**config.mk**
```make
export PLATFORM = sky130hd
export DESIGN_NAME = uart_reg_bridge
export DESIGN_NICKNAME = d
export VERILOG_FILES = /design/src/rtl/uart_reg_bridge_pkg.sv /design/src/rtl/uart_reg_bridge.sv
export SDC_FILE = /design/constraint.sdc
export NUM_CORES = 1
export LEC_CHECK = 0
export ABC_CLOCK_PERIOD_IN_PS = 2800
export CORE_UTILIZATION = 50
export CTS_BUF_LIST = sky130_fd_sc_hd__clkbuf_4 sky130_fd_sc_hd__clkbuf_8
export DETAILED_ROUTE_END_ITERATION = 8
export GPL_TIMING_DRIVEN = 1
export HOLD_SLACK_MARGIN = 0.03
export PLACE_DENSITY = 0.78
export REMOVE_ABC_BUFFERS = 1
export SYNTH_ARGS = -nofsm -noshare
export SYNTH_HDL_FRONTEND = slang
export SYNTH_SLANG_ARGS = --single-unit
```
**constraint.sdc**
```tcl
create_clock -name i_clk -period 2.8 [get_ports i_clk]
set_input_delay 0.84 -clock i_clk [delete_from_list [all_inputs] [get_ports i_clk]]
set_output_delay 0.84 -clock i_clk [all_outputs]
set_load 0.1 [all_outputs]
```
**src/rtl/uart_reg_bridge_pkg.sv**
```systemverilog
// Shared constants and state type for the UART register bridge.
// Command bytes select the bus operation; response bytes are pushed back to the host.
package uart_reg_bridge_pkg;

    localparam logic [7:0] CmdWrite   = 8'h57;
    localparam logic [7:0] CmdRead    = 8'h52;

    localparam logic [7:0] RspAck     = 8'h06;
    localparam logic [7:0] RspNak     = 8'h15;
    localparam logic [7:0] RspTimeout = 8'hEE;

    typedef enum logic [2:0] {
        IDLE,
        ADDR,
        DATA,
        BUS,
        RESP
    } state_t;

endpackage

```
**src/rtl/uart_reg_bridge.sv**
```systemverilog
// UART command bridge: pops W/R frames from the RX FIFO, performs one register
// access on a req/ack bus and pushes the response bytes into the TX FIFO.
// Optional bus ack timeout is enabled by defining UART_REG_BRIDGE_TIMEOUT_EN.
module uart_reg_bridge
    import uart_reg_bridge_pkg::*;
#(
    parameter int AddrBytes  = 1,
    parameter int DataBytes  = 4,
    parameter int TimeoutCyc = 255
) (
    input  logic                   i_clk,
    input  logic                   i_rst_n,
    input  logic                   i_rx_empty,
    output logic                   o_rx_read,
    input  logic [7:0]             i_rx_rdata,
    input  logic                   i_tx_full,
    output logic                   o_tx_write,
    output logic [7:0]             o_tx_wdata,
    output logic                   o_req,
    output logic                   o_we,
    output logic [8*AddrBytes-1:0] o_addr,
    output logic [8*DataBytes-1:0] o_wdata,
    input  logic                   i_ack,
    input  logic [8*DataBytes-1:0] i_rdata,
    output logic                   o_busy
);

    localparam int AW     = 8 * AddrBytes;
    localparam int DW     = 8 * DataBytes;
    localparam int CntMax = (AddrBytes > DataBytes + 1) ? AddrBytes : DataBytes + 1;
    localparam int CW     = (CntMax > 1) ? $clog2(CntMax) : 1;

    state_t        state;
    logic [CW-1:0] cnt;
    logic [DW-1:0] rdata_q;
    logic [7:0]    resp_code;
    logic          send_data;

    logic          rx_pop;
    logic          tx_push;
    logic          last_resp;
    logic [7:0]    resp_byte;
    logic          tmo_hit;

    // Handshake strobes and the response byte mux; strobes stay quiet while reset is held.
    always_comb begin
        rx_pop    = 1'b0;
        tx_push   = 1'b0;
        resp_byte = resp_code;
        last_resp = 1'b0;
        if (i_rst_n && !i_rx_empty && (state inside {IDLE, ADDR, DATA})) begin
            rx_pop = 1'b1;
        end
        if (i_rst_n && !i_tx_full && (state == RESP)) begin
            tx_push = 1'b1;
        end
        if (cnt == '0) begin
            resp_byte = resp_code;
            last_resp = !send_data;
        end else begin
            resp_byte = rdata_q[DW-1 -: 8];
            last_resp = (cnt == CW'(DataBytes));
        end
    end

    assign o_rx_read  = rx_pop;
    assign o_tx_write = tx_push;
    assign o_tx_wdata = tx_push ? resp_byte : 8'h00;
    assign o_busy     = (state != IDLE);

`ifdef UART_REG_BRIDGE_TIMEOUT_EN
    localparam int TW = $clog2(TimeoutCyc + 1);

    logic [TW-1:0] tmo_cnt;

    assign tmo_hit = (tmo_cnt == TW'(TimeoutCyc - 1));

    // Counts request cycles without ack; an ack on the final counted cycle still wins.
    always_ff @(posedge i_clk) begin
        if (!i_rst_n) begin
            tmo_cnt <= '0;
        end else if ((state == BUS) && o_req && !i_ack && !tmo_hit) begin
            tmo_cnt <= tmo_cnt + 1'b1;
        end else begin
            tmo_cnt <= '0;
        end
    end
`else
    assign tmo_hit = 1'b0;
`endif

    // Frame FSM: collect cmd/addr/data bytes, run the bus cycle, then stream the response.
    always_ff @(posedge i_clk) begin
        if (!i_rst_n) begin
            state     <= IDLE;
            cnt       <= '0;
            o_req     <= 1'b0;
            o_we      <= 1'b0;
            o_addr    <= '0;
            o_wdata   <= '0;
            rdata_q   <= '0;
            resp_code <= 8'h00;
            send_data <= 1'b0;
        end else begin
            case (state)
                IDLE: begin
                    if (rx_pop) begin
                        cnt <= '0;
                        if ((i_rx_rdata == CmdWrite) || (i_rx_rdata == CmdRead)) begin
                            o_we  <= (i_rx_rdata == CmdWrite);
                            state <= ADDR;
                        end else begin
                            resp_code <= RspNak;
                            send_data <= 1'b0;
                            state     <= RESP;
                        end
                    end
                end
                ADDR: begin
                    if (rx_pop) begin
                        o_addr <= (o_addr << 8) | AW'(i_rx_rdata);
                        if (cnt == CW'(AddrBytes - 1)) begin
                            cnt   <= '0;
                            state <= o_we ? DATA : BUS;
                            o_req <= !o_we;
                        end else begin
                            cnt <= cnt + 1'b1;
                        end
                    end
                end
                DATA: begin
                    if (rx_pop) begin
                        o_wdata <= (o_wdata << 8) | DW'(i_rx_rdata);
                        if (cnt == CW'(DataBytes - 1)) begin
                            cnt   <= '0;
                            state <= BUS;
                            o_req <= 1'b1;
                        end else begin
                            cnt <= cnt + 1'b1;
                        end
                    end
                end
                BUS: begin
                    // cnt=0 while the request is open; cnt=1 is the turnaround cycle after it closes.
                    if (cnt == '0) begin
                        if (i_ack) begin
                            o_req     <= 1'b0;
                            o_we      <= 1'b0;
                            resp_code <= RspAck;
                            send_data <= !o_we;
                            if (!o_we) begin
                                rdata_q <= i_rdata;
                            end
                            cnt <= CW'(1);
                        end else if (tmo_hit) begin
                            o_req     <= 1'b0;
                            o_we      <= 1'b0;
                            resp_code <= RspTimeout;
                            send_data <= 1'b0;
                            cnt       <= CW'(1);
                        end
                    end else begin
                        cnt   <= '0;
                        state <= RESP;
                    end
                end
                RESP: begin
                    if (tx_push) begin
                        if (last_resp) begin
                            cnt   <= '0;
                            state <= IDLE;
                        end else begin
                            cnt <= cnt + 1'b1;
                            if (cnt != '0) begin
                                rdata_q <= rdata_q << 8;
                            end
                        end
                    end
                end
                default: begin
                    cnt   <= '0;
                    state <= IDLE;
                end
            endcase
        end
    end

endmodule
```
==> flow_metrics.py, run 1 <==
metrics = {
    "die": {
        "io_pins": 98,
        "start_util_pct": 52.2,
        "die_h_um": 89.2,
        "die_area_sq_mm": 0.00796,
        "rows": 31,
        "dieWidth_um": 89.2,
        "core_area_sq_mm": 0.00729,
    },
    "synthesis": {
        "synth_edf_count": 0,
        "synthTopCellsByArea": "dfxtp_1, nand2_1, o21ai_0",
        "syn_inst": 467,
        "syn_area_sq_mm": 0.00380,
        "synth_seq_cells": 84,
        "yosys.area.top_type_share_pct": 44.2,
        "synth_common_cells": "nand2_1, dfxtp_1, o21ai_0",
        "synthArstFlopShare_pct": 0,
        "synth-seq-area-share_pct": 44.2,
        "yosys_warnings": 0,
        "yosys.area.top_type": "dfxtp_1",
        "synth_most_common_cell": "nand2_1",
        "synth_ff_type": "dfxtp_1",
        "synth.distinct_cells": 49,
        "syn_avg_cell_area_sq_um": 8.14,
    },
    "setup_path": {
        "path_cells": "clkdlybuf4s50_1, nand2b_1, nor3b_1, buf_4, buf_12",
        "worstReg2RegStart": "cnt[0]",
        "critPathRequiredTime_ps": 1960,
        "reg2reg_to": "rdata_q[4]",
        "cp_slowest_cell": "clkdlybuf4s50_1",
        "max_stage_delay_ps": 410,
        "critPathArrivalTime_ps": 1900,
        "r2r_slack_ps": 820,
        "cp-end-kind": "output port",
        "worst-r2r-cell-count": 7,
        "crit_end": "o_rx_read",
        "cp-startpoint": "i_rx_empty",
        "cp_max_fo": 2,
        "criticalPathCategory": "input port to output port",
        "start_kind": "input port",
    },
    "detailed_routing": {
        "dr.pass1.iters": 4,
        "antenna_left": 0,
        "vias": 3766,
        "routed_via_density": 5.60,
        "first_iter_violations": 144,
        "wirelength_um": 9910,
        "wl_per_cell_um": 14.7,
        "wl_met2_um": 4670,
        "wl_met3_um": 542,
        "drc": 0,
        "wl_met1_um": 4520,
        "routed.top_layer": "met4",
    },
    "cells_and_area": {
        "drive_gt1_share_pct": 23.9,
        "multi_input_area_sq_mm": 0.00200,
        "area_growth_pct": 38.7,
        "fin_area_sq_mm": 0.00527,
        "fill_cells": 584,
        "nNetsFinal": 618,
        "regArea_sq_mm": 0.00168,
        "n_antenna_cell": 0,
    },
    "sta": {
        "post-route-period-util_pct": 97.7,
        "grt_setup_unrepaired": "false",
        "finalMaxSlewViolations": 0,
        "relSlewSlack_pct": 56.8,
        "finalSetupViolCount": 0,
        "worst_pin_slew_ps": 644,
        "final.min_clock_period_ps": 2740,
        "finClkSkew_ps": 8.99,
        "fmax_ghz": 0.365,
        "final_hold_viol_count": 0,
    },
    "global_route": {
        "grt-ovfl-total": 0,
        "antenna_found_initial": 0,
        "grtUsageTotal_pct": 26.0,
        "grt_max_degree": 65,
        "grt_pass1_wl_um": 15900,
        "grt_pass1_vias": 3414,
    },
    "power": {
        "p_sw_mw": 0.878,
        "netSwitchingFraction_pct": 31.8,
        "powerDensity_mw_per_mm2": 524,
        "intPower_mw": 1.88,
        "clockPowerShare_pct": 32.4,
        "combinationalPowerShare_pct": 23.5,
        "peakVddDrop_v": 0.000325,
        "power.leakage_nw": 1.98,
        "power_frac_seq_pct": 44.1,
        "p_total_mw": 2.76,
    },
    "placed_design": {
        "portBuffers": 97,
        "gp_congestion": 0.911,
        "post-dp-hpwl_um": 6870,
        "placed_area_sq_mm": 0.00500,
    },
    "outcome": {
        "status": "completed",
    },
    "clock_network": {
        "ctsHtreeMaxLevel": 3,
        "clockBufferDepth": 2,
        "clk_latency_ps": 360,
        "cts_tree": "done",
        "cts_sinks": 84,
        "path_clk_slew_ps": 90,
        "cts_hold_buf": 0,
        "cts_made_buffers": 9,
        "cts_root_buffer": "clkbuf_8",
    },
    "min_path": {
        "hp-start": "o_addr[7]",
        "hp-class": "flip-flop to flip-flop",
    },
    "flow_run": {
        "max-cap-violations": 0,
    },
}
## flip-flops by register name, indices dropped and copies added (netlist names)
| register | count |
|---|---|
| rdata_q | 32 |
| o_wdata | 32 |
| cnt | 3 |
| send_data | 1 |
| resp_code | 3 |
| o_addr | 8 |
| o_we | 1 |
| state | 3 |
| o_req | 1 |
## power groups by stage
stage,Clock (mW),Sequential (mW),Combinational [mW]
finish,0.896,1.22,0.648
global route,0.959,1.22,0.691
CTS,0.915,1.22,0.642
global placement,0,1.24,0.623
floorplan,0,1.29,0.328
detailed placement,0,1.25,0.633
## worst min-delay path by stage
stage	to	slack, ps	depth (start not counted)
floorplan	resp_code[2]	440	1
global placement	o_addr[7]	440	2
detailed placement	o_addr[7]	450	2
CTS	o_addr[7]	460	2
global route	o_wdata[24]	490	2
finish	o_addr[7]	450	2
## layout make-up
type / count / share of cell area, %
tap: 99 / 2.35
clock buffer: 9 / 2.35
inverter: 9 / 0.688
multi-input combinational: 339 / 37.9
timing repair buffer: 126 / 23.3
sequential: 84 / 31.9
clock inverter: 7 / 1.54
## what timing repair did
action,4_1_cts,5_1_grt
buffers inserted,1,1
setup endpoints to repair,9,8
resized for setup,13,4
pin swaps,1,0
## cells by family (layout without fill, tap and decap cells)
group	after synthesis	after routing	share of synthesized area, %
compound gates	156	156	27.6
xor+xnor	1	1	0.230
fa+ha+maj	4	4	1.32
buf+inv	44	151	4.80
flops	84	84	44.2
mux	4	4	1.09
simple gates	174	174	20.7
## placed cells by master, fill, tap and decap left out, types with 4 or more instances in the layout
master	n
nor3_1	6
nand2b_1	8
a211oi_2	20
dfxtp_1	84
a21oi_1	5
o21ai_0	69
buf_12	14
buf_4	67
a22oi_1	9
nand3_1	6
nand2_1	96
inv_1	8
a211oi_1	4
and3_4	4
clkdlybuf4s50_1	42
clkbuf_8	9
nor2_1	36
ha_1	4
o22ai_1	26
## layer usage
layer / track usage (%) / vias up
li1: - / 1856
met1: 33.6 / 1773
met2: 43.0 / 125
met3: 4.06 / 12
met4: 11.8 / 0
met5: 0 / -
## critical path: cells and delay by family
kind          cells  cell delay [ps]
simple gates      2              340
buf+inv           3              720
## through the flow
| step | std cells | utilization (%) | setup TNS, ps | worst slack, ps | hold WS, ps |
|---|---|---|---|---|---|
| CTS | 672 | 72.1 | 0 | 46.7 | 459 |
| global placement | 655 | 68.5 | -1240 | -168 | 436 |
| finish | 673 | 72.3 | 0 | 63.8 | 453 |
| global route | 673 | 72.3 | 0 | 7.77 | 485 |
| floorplan | 432 | - | -42420 | -1720 | 440 |
| detailed placement | 655 | 68.5 | -1460 | -209 | 446 |
No activity file was read; power rests on OpenSTA's default activity.
==> run 2, diff against run 1 <==
--- a/config.mk
+++ b/config.mk
@@ -6,13 +6,15 @@
 export NUM_CORES = 1
 export LEC_CHECK = 0
 export ABC_CLOCK_PERIOD_IN_PS = 2800
+export CORE_MARGIN = 2
 export CORE_UTILIZATION = 50
-export CTS_BUF_LIST = sky130_fd_sc_hd__clkbuf_4 sky130_fd_sc_hd__clkbuf_8
+export CTS_BUF_LIST = sky130_fd_sc_hd__clkbuf_8
 export DETAILED_ROUTE_END_ITERATION = 8
 export GPL_TIMING_DRIVEN = 1
 export HOLD_SLACK_MARGIN = 0.03
 export PLACE_DENSITY = 0.78
 export REMOVE_ABC_BUFFERS = 1
+export SETUP_SLACK_MARGIN = 0.5
 export SYNTH_ARGS = -nofsm -noshare
 export SYNTH_HDL_FRONTEND = slang
 export SYNTH_SLANG_ARGS = --single-unit
==> flow_metrics.py, run 2 (synthesis results as in run 1) <==
metrics = {
    "detailed_routing": {
        "wl_per_cell_um": 15.2,
        "drc": 0,
        "vias": 3821,
        "routed_via_density": 5.63,
        "wirelength_um": 10300,
        "antenna_left": 0,
        "routed.top_layer": "met4",
        "dr.pass1.iters": 4,
        "wl_met1_um": 4590,
        "first_iter_violations": 158,
        "wl_met3_um": 675,
        "wl_met2_um": 4840,
    },
    "sta": {
        "final_hold_viol_count": 0,
        "finalMaxSlewViolations": 0,
        "relSlewSlack_pct": 52.2,
        "grt_setup_unrepaired": "true",
        "hold_slack_ps": 461,
        "final.min_clock_period_ps": 2560,
        "setup_slack_ps": 243,
        "finalSetupViolCount": 0,
        "post-route-period-util_pct": 91.3,
        "worst_pin_slew_ps": 712,
        "fmax_ghz": 0.391,
        "finClkSkew_ps": 4.98,
    },
    "global_route": {
        "grt-ovfl-total": 0,
        "grt_pass1_wl_um": 17300,
        "antenna_found_initial": 0,
        "grt_max_degree": 65,
        "grt_pass1_vias": 3652,
        "grtUsageTotal_pct": 25.2,
    },
    "placed_design": {
        "gp_congestion": 0.859,
        "portBuffers": 97,
        "place_ws_ps": -249,
        "post-dp-hpwl_um": 7060,
    },
    "cells_and_area": {
        "final_cell_mix": "nand2_1, dfxtp_1, buf_4",
        "top_regs": "o_wdata: 32 flops, rdata_q: 32 flops, o_addr: 8 flops",
        "drive_gt1_share_pct": 27.4,
        "fill_cells": 550,
        "nNetsFinal": 624,
        "n_antenna_cell": 0,
        "area_growth_pct": 42.7,
        "final_common_cell": "nand2_1",
    },
    "setup_path": {
        "start_kind": "input port",
        "critPathArrivalTime_ps": 1720,
        "criticalPathCategory": "input port to output port",
        "cp-end-kind": "output port",
        "cp_max_fo": 7,
        "critPathRequiredTime_ps": 1960,
    },
    "min_path": {
        "hp-class": "flip-flop to flip-flop",
    },
    "die": {
        "die_h_um": 91.2,
        "die_area_sq_mm": 0.00832,
        "io_pins": 98,
        "start_util_pct": 52.2,
        "dieWidth_um": 91.2,
        "core_area_sq_mm": 0.00729,
        "rows": 31,
    },
    "power": {
        "peakVddDrop_v": 0.000317,
        "power.leakage_nw": 2.06,
        "powerDensity_mw_per_mm2": 516,
    },
    "clock_network": {
        "cts_sinks": 84,
        "cts_root_buffer": "clkbuf_8",
        "clk_latency_ps": 350,
        "path_clk_slew_ps": 80,
        "clockBufferDepth": 2,
        "cts_made_buffers": 9,
        "cts_hold_buf": 0,
        "cts_tree": "done",
        "ctsHtreeMaxLevel": 3,
    },
    "flow_run": {
        "max-cap-violations": 0,
    },
    "outcome": {
        "status": "completed",
    },
}
-- run 2: cell types whose count changed in the layout (fill, tap and decap cells not counted), moves of 2 or more --
cell	change
clkinv_4	-2
nand2_1	-3
buf_4	+7
clkdlybuf4s50_1	-3
a21oi_4	+2
clkbuf_8	+2
inv_1	-3
inv_2	+3
inv_6	-2
dfxtp_1	-2
nand2_2	+2
dlymetal6s2s_1	+2
-- run 2: cell type report --
type	instances	area [sq um]	area share, %
well taps	99	124	2.28
clock buffers	11	151	2.79
multi-input cells	339	2080	38.3
inverters	9	46.3	0.853
clock inverters	5	58.8	1.08
repair buffers	132	1280	23.6
flip-flops and latches	84	1690	31.1
-- run 2: routing by layer --
metal | global-route usage [%] | up-vias
li1 | - | 1860
met1 | 33.2 | 1788
met2 | 41.2 | 158
met3 | 4.48 | 15
met4 | 9.97 | 0
met5 | 0 | -
-- run 2: power by group --
part	switching [mW]	total (mW)	internal [mW]	leakage [nW]
combinational	0.417	0.685	0.267	1.28
sequential	0.0104	1.22	1.21	0.678
clock	0.436	0.899	0.463	0.102
total	0.864	2.80	1.94	2.06
-- run 2: what timing repair did --
item | 4_1_cts | 5_1_grt
setup endpoints to repair | 12 | 11
setup buffers | 6 | 3
pin swaps | 7 | 2
gates resized for setup | 49 | 6
-- run 2: worst max-delay path, cell delays in order --
cell      delay (ps)
buf_8             80
nor2b_4          140
nand2_2           70
buf_12           160
clkinv_8          50
and3_4           200
buf_12           170
-- run 2: final timing paths --
kind         startpoint       endpoint  slack [ps]  depth (start not counted)
min           o_addr[7]      o_addr[7]         460                          2
min reg2reg   o_addr[7]      o_addr[7]         460                          2
max reg2reg      cnt[1]     rdata_q[0]         900                          8
max             i_rst_n  o_tx_wdata[3]         240                          7
-- run 2: stage by stage --
stage | std cells | setup TNS [ps] | power, mW | utilization, % | instance area (sq um)
after global routing | 679 | 0 | 2.92 | 74.5 | 5430
after floorplan | 432 | -42420 | 1.62 | - | 3650
after CTS | 676 | 0 | 2.80 | 73.7 | 5370
after detailed placement | 654 | -1730 | 1.88 | 68.2 | 4980
after global placement | 654 | -1090 | 1.86 | 68.2 | 4980
final | 679 | 0 | 2.80 | 74.5 | 5430
